## src/rtl/lock_pkg.sv

```systemverilog
// Shared types and constants for the keypad lock sequencer.
// Included by the key path, the controller and its interface users.
package lock_pkg;

  typedef enum logic [2:0] {
    IDLE,
    ENTRY,
    CHECK,
    OPEN,
    PROG,
    FAIL,
    LOCKOUT
  } lock_state_t;

  localparam logic [3:0] DISP_BLANK = 4'hF;
  localparam logic [3:0] DISP_ERR   = 4'hE;
  localparam logic [3:0] DISP_PROG  = 4'hC;
  localparam logic [3:0] DISP_OPEN  = 4'h0;
  localparam logic [3:0] NO_KEY     = 4'h0;

  // Encoder codes 10..15 carry no key and are folded onto NO_KEY.
  function automatic logic [3:0] key_value(input logic [3:0] k);
    return ((k >= 4'd1) && (k <= 4'd9)) ? k : NO_KEY;
  endfunction

  function automatic int unsigned max_of(input int unsigned a, input int unsigned b);
    return (a > b) ? a : b;
  endfunction

endpackage

```

## src/rtl/lock_ctrl_if.sv

```systemverilog
// Keypad-side and display-side signals of the lock controller.
// The controller takes the slave view; whoever drives the keypad takes the master view.
interface lock_ctrl_if;
  logic [3:0] key_num;
  logic       clr;
  logic       set_req;
  logic       unlocked;
  logic       alarm;
  logic [3:0] disp_num;
  logic [3:0] tries;

  modport master (
    output key_num, clr, set_req,
    input  unlocked, alarm, disp_num, tries
  );

  modport slave (
    input  key_num, clr, set_req,
    output unlocked, alarm, disp_num, tries
  );
endinterface

```

## src/rtl/lock_ctrl_key_event.sv

```systemverilog
// Two-flop synchroniser on the encoder code followed by a press edge detector.
// A press is a nonzero digit after a cycle of no key; held or changing keys give no new event.
module key_event
  import lock_pkg::*;
(
  input  logic       clk,
  input  logic       rst_n,
  input  logic [3:0] key_num,
  output logic       press,
  output logic [3:0] digit
);

  logic [3:0] sync1_reg;
  logic [3:0] sync2_reg;
  logic [3:0] prev_reg;
  logic [3:0] key_clean;

  // Invalid codes are masked after the synchroniser so nothing combinational feeds the first flop.
  assign key_clean = key_value(sync2_reg);

  always_ff @(posedge clk or negedge rst_n) begin
    if (!rst_n) begin
      sync1_reg <= NO_KEY;
      sync2_reg <= NO_KEY;
      prev_reg  <= NO_KEY;
    end else begin
      sync1_reg <= key_num;
      sync2_reg <= sync1_reg;
      prev_reg  <= key_clean;
    end
  end

  assign press = (key_clean != NO_KEY) && (prev_reg == NO_KEY);
  assign digit = key_clean;

endmodule

```

## src/rtl/lock_ctrl.sv

```systemverilog
// Keypad lock sequencer: collects a code, compares it to the stored code,
// drives unlock/alarm/display and allows re-programming the code while open.
module lock_ctrl
  import lock_pkg::*;
#(
  parameter int unsigned CODE_LEN     = 4,
  parameter logic [31:0] DEFAULT_CODE = 32'h0000_1234,
  parameter int unsigned MAX_TRIES    = 3,
  parameter int unsigned UNLOCK_CYC   = 25_000_000,
  parameter int unsigned FAIL_CYC     = 12_500_000,
  parameter int unsigned LOCKOUT_CYC  = 250_000_000,
  parameter int unsigned ENTRY_TO_CYC = 125_000_000
) (
  input  logic        clk,
  input  logic        rst_n,
  lock_ctrl_if.slave  bus
);

  localparam int unsigned CODE_W  = 4 * CODE_LEN;
  localparam int unsigned CNT_W   = $clog2(CODE_LEN + 1);
  localparam int unsigned MAX_CYC = max_of(max_of(UNLOCK_CYC, FAIL_CYC),
                                           max_of(LOCKOUT_CYC, ENTRY_TO_CYC));
  localparam int unsigned TMR_W   = (MAX_CYC > 1) ? $clog2(MAX_CYC) : 1;

  // The timer counts down to zero, so a load of N-1 keeps a state for exactly N cycles.
  localparam logic [TMR_W-1:0] UNLOCK_LD = TMR_W'(UNLOCK_CYC - 1);
  localparam logic [TMR_W-1:0] FAIL_LD   = TMR_W'(FAIL_CYC - 1);
  localparam logic [TMR_W-1:0] LOCK_LD   = TMR_W'(LOCKOUT_CYC - 1);
  localparam logic [TMR_W-1:0] ENTRY_LD  = TMR_W'(ENTRY_TO_CYC - 1);
  localparam logic [CNT_W-1:0] LAST_CNT  = CNT_W'(CODE_LEN - 1);
  localparam logic [3:0]       TRIES_MAX = 4'(MAX_TRIES);

  lock_state_t       state_reg;
  logic [TMR_W-1:0]  timer_reg;
  logic [CNT_W-1:0]  digit_cnt_reg;
  logic [CODE_W-1:0] entry_buf_reg;
  logic [CODE_W-1:0] entry_buf_next;
  logic [CODE_W-1:0] code_reg;
  logic              unlocked_reg;
  logic              alarm_reg;
  logic [3:0]        disp_reg;
  logic [3:0]        tries_reg;

  logic              press;
  logic [3:0]        digit;
  logic              timer_done;
  logic              last_digit;
  logic [3:0]        tries_inc;

  key_event u_key_event (
    .clk     (clk),
    .rst_n   (rst_n),
    .key_num (bus.key_num),
    .press   (press),
    .digit   (digit)
  );

  // Buffer with the current digit dropped into the slot selected by the digit count.
  for (genvar gi = 0; gi < CODE_LEN; gi++) begin : g_slot
    localparam int unsigned LSB = 4 * (CODE_LEN - 1 - gi);
    assign entry_buf_next[LSB +: 4] = (digit_cnt_reg == CNT_W'(gi)) ? digit
                                                                     : entry_buf_reg[LSB +: 4];
  end

  assign timer_done = (timer_reg == '0);
  assign last_digit = (digit_cnt_reg == LAST_CNT);
  assign tries_inc  = (tries_reg < TRIES_MAX) ? tries_reg + 4'd1 : tries_reg;

  always_ff @(posedge clk or negedge rst_n) begin
    if (!rst_n) begin
      state_reg     <= IDLE;
      timer_reg     <= '0;
      digit_cnt_reg <= '0;
      entry_buf_reg <= '0;
      code_reg      <= DEFAULT_CODE[CODE_W-1:0];
      unlocked_reg  <= 1'b0;
      alarm_reg     <= 1'b0;
      disp_reg      <= DISP_BLANK;
      tries_reg     <= 4'd0;
    end else begin
      case (state_reg)
        IDLE: begin
          if (press && !bus.clr) begin
            entry_buf_reg <= entry_buf_next;
            disp_reg      <= digit;
            timer_reg     <= ENTRY_LD;
            if (last_digit) begin
              digit_cnt_reg <= '0;
              state_reg     <= CHECK;
            end else begin
              digit_cnt_reg <= digit_cnt_reg + CNT_W'(1);
              state_reg     <= ENTRY;
            end
          end
        end

        ENTRY: begin
          if (bus.clr) begin
            state_reg     <= IDLE;
            entry_buf_reg <= '0;
            digit_cnt_reg <= '0;
            disp_reg      <= DISP_BLANK;
          end else if (press) begin
            entry_buf_reg <= entry_buf_next;
            disp_reg      <= digit;
            timer_reg     <= ENTRY_LD;
            if (last_digit) begin
              digit_cnt_reg <= '0;
              state_reg     <= CHECK;
            end else begin
              digit_cnt_reg <= digit_cnt_reg + CNT_W'(1);
            end
          end else if (timer_done) begin
            state_reg     <= IDLE;
            entry_buf_reg <= '0;
            digit_cnt_reg <= '0;
            disp_reg      <= DISP_BLANK;
          end else begin
            timer_reg <= timer_reg - TMR_W'(1);
          end
        end

        CHECK: begin
          entry_buf_reg <= '0;
          if (entry_buf_reg == code_reg) begin
            state_reg    <= OPEN;
            unlocked_reg <= 1'b1;
            disp_reg     <= DISP_OPEN;
            tries_reg    <= 4'd0;
            timer_reg    <= UNLOCK_LD;
          end else begin
            state_reg <= FAIL;
            disp_reg  <= DISP_ERR;
            tries_reg <= tries_inc;
            timer_reg <= FAIL_LD;
          end
        end

        OPEN: begin
          if (bus.set_req) begin
            state_reg     <= PROG;
            unlocked_reg  <= 1'b0;
            disp_reg      <= DISP_PROG;
            timer_reg     <= ENTRY_LD;
            digit_cnt_reg <= '0;
            entry_buf_reg <= '0;
          end else if (timer_done) begin
            state_reg    <= IDLE;
            unlocked_reg <= 1'b0;
            disp_reg     <= DISP_BLANK;
          end else begin
            timer_reg <= timer_reg - TMR_W'(1);
          end
        end

        PROG: begin
          if (bus.clr) begin
            state_reg     <= IDLE;
            entry_buf_reg <= '0;
            digit_cnt_reg <= '0;
            disp_reg      <= DISP_BLANK;
          end else if (press) begin
            timer_reg <= ENTRY_LD;
            if (last_digit) begin
              code_reg      <= entry_buf_next;
              state_reg     <= IDLE;
              entry_buf_reg <= '0;
              digit_cnt_reg <= '0;
              disp_reg      <= DISP_BLANK;
            end else begin
              entry_buf_reg <= entry_buf_next;
              digit_cnt_reg <= digit_cnt_reg + CNT_W'(1);
              disp_reg      <= digit;
            end
          end else if (timer_done) begin
            state_reg     <= IDLE;
            entry_buf_reg <= '0;
            digit_cnt_reg <= '0;
            disp_reg      <= DISP_BLANK;
          end else begin
            timer_reg <= timer_reg - TMR_W'(1);
          end
        end

        FAIL: begin
          // Reaching the try limit skips the error display and escalates at once.
          if (tries_reg == TRIES_MAX) begin
            state_reg <= LOCKOUT;
            alarm_reg <= 1'b1;
            timer_reg <= LOCK_LD;
          end else if (timer_done) begin
            state_reg <= IDLE;
            disp_reg  <= DISP_BLANK;
          end else begin
            timer_reg <= timer_reg - TMR_W'(1);
          end
        end

        LOCKOUT: begin
          if (timer_done) begin
            state_reg <= IDLE;
            alarm_reg <= 1'b0;
            tries_reg <= 4'd0;
            disp_reg  <= DISP_BLANK;
          end else begin
            timer_reg <= timer_reg - TMR_W'(1);
          end
        end

        default: begin
          state_reg <= IDLE;
          disp_reg  <= DISP_BLANK;
        end
      endcase
    end
  end

  assign bus.unlocked = unlocked_reg;
  assign bus.alarm    = alarm_reg;
  assign bus.disp_num = disp_reg;
  assign bus.tries    = tries_reg;

endmodule

```

## src/flat_wrapper.sv

```systemverilog
// flat-port wrapper written by rule: the top's interface ports become plain ports
module lock_ctrl_flat import lock_pkg::*;
#(
  parameter int unsigned CODE_LEN     = 4,
  parameter logic [31:0] DEFAULT_CODE = 32'h0000_1234,
  parameter int unsigned MAX_TRIES    = 3,
  parameter int unsigned UNLOCK_CYC   = 25_000_000,
  parameter int unsigned FAIL_CYC     = 12_500_000,
  parameter int unsigned LOCKOUT_CYC  = 250_000_000,
  parameter int unsigned ENTRY_TO_CYC = 125_000_000
)
  (clk, rst_n, bus_key_num, bus_clr, bus_set_req, bus_unlocked, bus_alarm, bus_disp_num, bus_tries);
  lock_ctrl_if bus_i ();
  input  logic clk;
  input  logic rst_n;
  input wire logic [$bits(bus_i.key_num)-1:0] bus_key_num;
  input wire logic [$bits(bus_i.clr)-1:0] bus_clr;
  input wire logic [$bits(bus_i.set_req)-1:0] bus_set_req;
  output wire logic [$bits(bus_i.unlocked)-1:0] bus_unlocked;
  output wire logic [$bits(bus_i.alarm)-1:0] bus_alarm;
  output wire logic [$bits(bus_i.disp_num)-1:0] bus_disp_num;
  output wire logic [$bits(bus_i.tries)-1:0] bus_tries;
  assign bus_i.key_num = bus_key_num;
  assign bus_i.clr = bus_clr;
  assign bus_i.set_req = bus_set_req;
  assign bus_unlocked = bus_i.unlocked;
  assign bus_alarm = bus_i.alarm;
  assign bus_disp_num = bus_i.disp_num;
  assign bus_tries = bus_i.tries;
  lock_ctrl #(.CODE_LEN(CODE_LEN), .DEFAULT_CODE(DEFAULT_CODE), .MAX_TRIES(MAX_TRIES), .UNLOCK_CYC(UNLOCK_CYC), .FAIL_CYC(FAIL_CYC), .LOCKOUT_CYC(LOCKOUT_CYC), .ENTRY_TO_CYC(ENTRY_TO_CYC)) u_core (.clk(clk), .rst_n(rst_n), .bus(bus_i));
endmodule
```

## config.mk

```make
export PLATFORM = sky130hd
export DESIGN_NAME = lock_ctrl_flat
export DESIGN_NICKNAME = d
export VERILOG_FILES = /design/src/rtl/lock_pkg.sv /design/src/rtl/lock_ctrl_if.sv /design/src/rtl/lock_ctrl_key_event.sv /design/src/rtl/lock_ctrl.sv /design/src/flat_wrapper.sv
export SDC_FILE = /design/constraint.sdc
export NUM_CORES = 1
export LEC_CHECK = 0
export CAP_MARGIN = 20
export CORE_ASPECT_RATIO = 1.2
export CORE_MARGIN = 4
export CORE_UTILIZATION = 49
export CTS_BUF_LIST = sky130_fd_sc_hd__clkbuf_4
export CTS_CLUSTER_SIZE = 28
export DETAILED_ROUTE_END_ITERATION = 7
export PLACE_DENSITY = 0.66
export RECOVER_POWER = 50
export SKIP_LAST_GASP = 1
export SLEW_MARGIN = 5
export SYNTH_ARGS = -nofsm -noshare
export SYNTH_HDL_FRONTEND = slang
export SYNTH_SLANG_ARGS = --single-unit
```

## constraint.sdc

```tcl
create_clock -name clk -period 2.9 [get_ports clk]
set_clock_uncertainty 0.05 [all_clocks]
set_input_delay 0.58 -clock clk [delete_from_list [all_inputs] [get_ports clk]]
set_output_delay 0.58 -clock clk [all_outputs]
set_load 0.01 [all_outputs]
```

Yosys cells after proc, flatten, opt, wreduce, memory -nomap -nowiden. Cells that the tools add are included.

Output and inout bits: 10. Logic and storage cells: 130. Register bits: 88. Input bits: 8.

Reductions and logical operators: 25. Add/subtract/negate cells: 3. Bitwise logic cells: 1. Multiplexer cells: 63. Order comparisons: 3. Eq/ne operators: 23.

Operators with widths (number): 28-bit 2-to-1 mux (6); 28-bit case mux with 6 select lines (1); 16-bit 2-to-1 mux (8); 16-bit case mux with 5 select lines (1); 4-bit 2-to-1 mux (18); 3-bit 2-to-1 mux (17); 28-bit zero test (1); 4-bit case mux with 7 select lines (1); 28-bit by 1-bit subtractor with 28-bit output (second input constant) (1); 25-bit 2-to-1 mux (1); 3-bit case mux with 7 select lines (1); 3-bit AND reduction (6); 16-bit equality test (1); 3-bit by 2-bit equality test with 1-bit output (second input constant) (4); 3-bit equality test (second input constant) (3); 3-bit case mux with 3 select lines (1); 2-bit by 1-bit inequality test with 1-bit output (second input constant) (4); 4-bit inequality test (second input constant) (2); 4-bit case mux with 2 select lines (1); 4-bit AND reduction (2); 3-bit by 1-bit equality test with 1-bit output (second input constant) (2); 3-bit zero test (2); 2-bit inequality test (second input constant) (3); 2-bit nonzero test (3); other kinds (22) (28).

Depth between registers and ports, before layout.
Depth in word-level cells: 8. Depth in mapped cells: 10.

Cells and area by module. A second synthesis with hierarchy kept.

Cells, all modules: 545. Area, all modules: 5112.4 um2.

By module, submodules not included: lock_ctrl (instances 1, area each 4755.8 um2, cells an instance 525); key_event (instances 1, area each 356.6 um2, cells an instance 20).

Least setup slack after synthesis. Ideal clock, no wire load.

Kind: flip-flop to flip-flop. Start: register u_core.code_reg[12]. End: register u_core.disp_reg[3] (netlist: u_core.bus.disp_num[3]). Period minus slack after synthesis: 2.292 ns. Arrival time: 2.163 ns. Buffers on the path: 0. Data required time: 2.771 ns. Cell stages (with the launch flop): 7. Slack: 0.608 ns. Path through: dfstp_2 -> xnor2_1 -> nand4_1 -> nor4_2 -> nor2_1 -> or4b_1 -> o211a_1.

Longest elaborated chain between the ends: 3.

Ends and longest elaborated chain: from (decl) (line lock_ctrl.sv:38) `logic [CODE_W-1:0] code_reg;`; from (signal assigned) (line lock_ctrl.sv:75) `code_reg <= DEFAULT_CODE[CODE_W-1:0];`; from (signal assigned) (line lock_ctrl.sv:165) `code_reg <= entry_buf_next;`; 16-bit equality test (line lock_ctrl.sv:125) `if (entry_buf_reg == code_reg) begin`; 4-bit 2-to-1 mux (line lock_ctrl.sv:125); 4-bit case mux with 7 select lines (line lock_ctrl.sv:81) `case (state_reg)`; to (signal assigned) (line lock_ctrl.sv:85) `disp_reg <= digit;`; to (signal assigned) (line lock_ctrl.sv:105) `disp_reg <= digit;`; to (signal assigned) (line lock_ctrl.sv:173) `disp_reg <= digit;`; to (decl) (line lock_ctrl.sv:41) `logic [3:0] disp_reg;`.

No other way between the ends. A chain may end at the register's enable or synchronous reset.

Worst setup path after layout.
Start: register u_core.u_key_event.prev_reg[1]. End: register u_core.timer_reg[21].

Longest elaborated chain between the ends: 5. Elaborated cells between the ends (all ways): 8. Those cells by class: eq/ne (1); mux (3); reduce/logical (4).

Ends and longest elaborated chain: from (decl) (line lock_ctrl_key_event.sv:15) `logic [3:0] prev_reg;`; from (signal assigned) (line lock_ctrl_key_event.sv:29) `prev_reg <= key_clean;`; 4-bit zero test (*) (line lock_ctrl_key_event.sv:33) `assign press = (key_clean != NO_KEY) && (prev_reg == NO_KEY);`; 1-bit logical AND (*) (line lock_ctrl_key_event.sv:33); 28-bit 2-to-1 mux or 1-bit logical AND (tied branches) (line lock_ctrl.sv:103, lock_ctrl.sv:83); 28-bit 2-to-1 mux or 2-bit by 1-bit inequality test with 1-bit output (tied branches); 28-bit case mux with 6 select lines or 3-bit AND reduction (tied branches); to (signal assigned) (line lock_ctrl.sv:119) `timer_reg <= timer_reg - TMR_W'(1);`; to (signal assigned) (line lock_ctrl.sv:152) `timer_reg <= timer_reg - TMR_W'(1);`; to (signal assigned) (line lock_ctrl.sv:181) `timer_reg <= timer_reg - TMR_W'(1);`; to (decl) (line lock_ctrl.sv:34) `logic [TMR_W-1:0] timer_reg;`.

Every way passes the cells marked *; elsewhere a longest branch is shown, timed or not. The select of a mux whose other input is x is not followed.

==> Implementation_results.wiki <==
{| class="wikitable"
! Metric !! Value
|-
| Result of the run || finished, violations left
|-
| Violations in the final reports || capacitance limit, slew limit
|-
| Worst-path maximum fanout || 8
|-
| Netlist Area Pre-Place || about 5300 µm²
|-
| Count of final max-slew check failures || 32
|-
| Layout Utilization || ~57%
|-
| Inserted Clock Buffers || 9
|-
| Number of setup violations in the final report || 0
|-
| Kind of critical path || reg -> reg
|-
| Required time of the worst setup path || 3260 ps
|-
| Insertion delay of the later-clocked pin in the worst-skew pair || between 400 and 500 ps
|-
| Largest register FFs || 28
|-
| Filler cells || 962
|-
| Total global routing track utilization || 25.03%
|-
| DRT iter0 DRCs || 415
|-
| Post-cts hold buffer count || 1
|-
| Number of cells produced by synthesis || 593
|-
| Worst hold path class || reg -> reg
|-
| Met2 routed WL || roughly 7400 µm
|-
| Final critical path time including I/O delays and setup || between 2000 and 3000 ps
|-
| Async set or reset register ratio after synthesis || 100.0%
|-
| Largest net degree at the start of global routing || 59
|-
| Gr ovfl total || 0
|-
| Maximum buffer depth of the clock tree || 2
|-
| RSZ-0062 raised after global routing || no
|-
| Power Density || approximately 890 nW/µm²
|-
| Post-Route M1 WL || roughly 6000 µm
|-
| Part of the Yosys area used for sequential elements || about two fifths
|-
| TritonCTS sink count || between 80 and 90
|-
| Dpl hpwl || 10990 µm
|-
| Core Area || 10570 µm²
|-
| Routability congestion estimate || 0.9429
|-
| Maximum frequency from static timing analysis || 378.8 MHz
|-
| Register area || 2213 µm²
|-
| Met3 wirelength from detailed routing || approximately 800 µm
|-
| Post-synth net total || about 610
|-
| Number of H-tree levels || 3
|-
| Residual DRC || 0
|-
| Primary FF master, synth || dfrtp_1
|-
| Yosys top cell area share || a little under two fifths
|-
| Die Height || approximately 120 µm
|-
| EDFF count, synth || 0
|-
| Flip-flop and latch count after synthesis || 88
|-
| Starting utilization of the core area || between 50% and 60%
|-
| Initial DRT Pass Iterations || 5
|-
| Worst slew margin relative to its limit || -14.53%
|-
| Data arrival time of the critical path || about 3000 ps
|-
| Clock root buffer || clkbuf_4
|-
| MaxCap Viol Count || 1
|-
| Share of final-layout standard cells stronger than drive strength 1 || roughly 15%
|-
| Critical Path Source Type || flop
|-
| Detailed-route wire length || around 15000 µm
|-
| Actual slew at the worst max-slew pin || approximately 1700 ps
|-
| Top post-synthesis cells by area || dfrtp_1 (37%), nor2_1 (4.8%), dfstp_2 (4.4%), o21ai_0 (4.4%), a21oi_1 (4.3%)
|-
| Total die area || about 13000 µm²
|-
| Leakage dissipation || about 0.0024 µW
|-
| Yosys warns || 0
|-
| Area of the multi-input gates || ~3000 µm²
|-
| Post-DR wirelength/cell || between 15 and 20 µm
|-
| Max rail drop VDD || ~0.5 mV
|-
| Number of nets in the finished design || between 600 and 700
|-
| Final worst-path cycle share || roughly 91%
|-
| Count of pins on the block boundary || 18
|-
| Uppermost metal layer occupied by signal nets || met4
|-
| Total Negative Setup Slacks || 0 ps
|-
| CTS tree || done
|-
| Number of gates resized after cts || 0
|-
| Number of nets with antenna violations after detailed routing || 0
|-
| Leading area contributor after synthesis || dfrtp_1
|-
| Number of global-route vias before repair || roughly 4700
|-
| Clock transition time at the flip-flop clock pins of the worst setup and hold paths || between 150 and 200 ps
|-
| Initial antenna violation count || 1
|-
| I/O Buffers || 17
|-
| DIE WIDTH || 103.1 µm
|-
| Count of different cell masters after synthesis || 72
|-
| Post-CTS setup repair buffer count || 0
|-
| Endpoints failing hold || 0
|-
| Via count of the routed design || ~4800
|-
| Vias per inst || 6.250
|-
| Synth-to-layout area growth || 13.32%
|-
| Endpoint type of the worst setup path || flop
|-
| Floorplan row count || 41
|-
| Average instance area after synthesis || 8.967 µm²
|-
| Wire length of the first global-routing pass || around 24000 µm
|}
## logic make-up (layout without fill, tap and decap cells)
| logic type | Yosys count | in the layout | share of synthesized area, % |
|---|---|---|---|
| compound gates | 185 | 185 | 22.71 |
| xor+xnor | 17 | 17 | 2.800 |
| fa+ha+maj | 7 | 7 | 1.647 |
| buf+inv | 47 | 99 | 3.576 |
| flops | 88 | 88 | 41.62 |
| mux | 17 | 17 | 3.318 |
| other cells | 0 | 1 | 0 |
| simple gates | 232 | 232 | 24.33 |
## final cells by class
class / count / share of cell area, %
clock inverter: 7 / 1.204
tap: 129 / 2.679
multi-input combinational: 458 / 48.36
clock buffer: 9 / 1.121
sequential: 88 / 36.73
antenna: 1 / 0.04153
inverter: 19 / 1.184
timing repair buffer: 64 / 8.679
## cell usage after synthesis (8+ instances only)
library cell / n
clkbuf_1: 15
a31oi_1: 17
nor2b_1: 8
nand2b_1: 17
a21oi_1: 46
nand4_1: 12
buf_2: 8
nand3_1: 21
dfrtp_1: 79
mux2i_1: 12
nor3_1: 24
dfstp_2: 9
nand2_1: 25
nor2_1: 68
o21ai_0: 47
xnor2_1: 16
inv_1: 19
## metal layers
layer	vias to the layer above	track usage (%)
met3	47	3.150
li1	2309	-
met5	-	0
met1	2322	31.40
met4	0	13.85
met2	166	41.25
## report_power, final
group          switching, µW  total [µW]  internal, µW
Sequential               425        2060          1630
Combinational           1470        2590          1120
Clock                    505         707           203
## metrics by stage
| step | hold WS (ps) | total power (µW) | cells | area [µm²] | setup slack, ps |
|---|---|---|---|---|---|
| after CTS | 317.4 | 5369 | 774 | 6036 | 257.2 |
| final | 318.7 | 5357 | 775 | 6026 | 259.9 |
| after detailed placement | 284.7 | 4655 | 757 | 5886 | 202.2 |
| after floorplan | 234.4 | 3747 | 593 | 5318 | 608.0 |
| after global placement | 281.5 | 4598 | 757 | 5886 | 229.7 |
| after global routing | 332.2 | 5770 | 775 | 6026 | 49.31 |
## critical path, cell delays in order, from the launching register on
cell and delay (ps):
dfrtp_1 420, or4_4 580, nor3_2 370, o311a_1 400, nand2b_1 370, buf_4 190
a31oi_1 40, o21ai_0 170
## cell usage in the layout (no fill, tap or decap), types with 6 or more instances in the layout
master / netlist / layout
dfrtp_1: 79 / 79
nor2_1: 68 / 68
o21ai_0: 47 / 47
a21oi_1: 46 / 46
buf_4: 1 / 45
nand2_1: 25 / 25
nor3_1: 24 / 24
nand3_1: 21 / 21
inv_1: 19 / 19
nand2b_1: 17 / 17
a31oi_1: 17 / 17
xnor2_1: 16 / 16
nand4_1: 12 / 12
mux2i_1: 12 / 12
clkdlybuf4s50_1: 0 / 12
clkbuf_4: 0 / 9
dfstp_2: 9 / 9
nor2b_1: 8 / 8
nor4_1: 7 / 7
or4_1: 7 / 7
and2_1: 7 / 7
o31ai_1: 7 / 7
ha_1: 7 / 7
o21a_1: 6 / 6
## path summary, 6_finish.rpt
path	endpoint	cells after the start	from	slack, ps
worst max-delay path	u_core.timer_reg[21]	7	u_core.u_key_event.prev_reg[1]	260
worst min-delay path	u_core.u_key_event.sync2_reg[3]	0	u_core.u_key_event.sync1_reg[3]	320
worst max register to register	u_core.timer_reg[21]	7	u_core.u_key_event.prev_reg[1]	260
worst min register to register	u_core.u_key_event.sync2_reg[3]	0	u_core.u_key_event.sync1_reg[3]	320
max in group asynchronous	u_core.u_key_event.prev_reg[0]	3	rst_n	490
min in group asynchronous	u_core.timer_reg[23]	2	rst_n	1020
(Power assumes the default switching activity.)
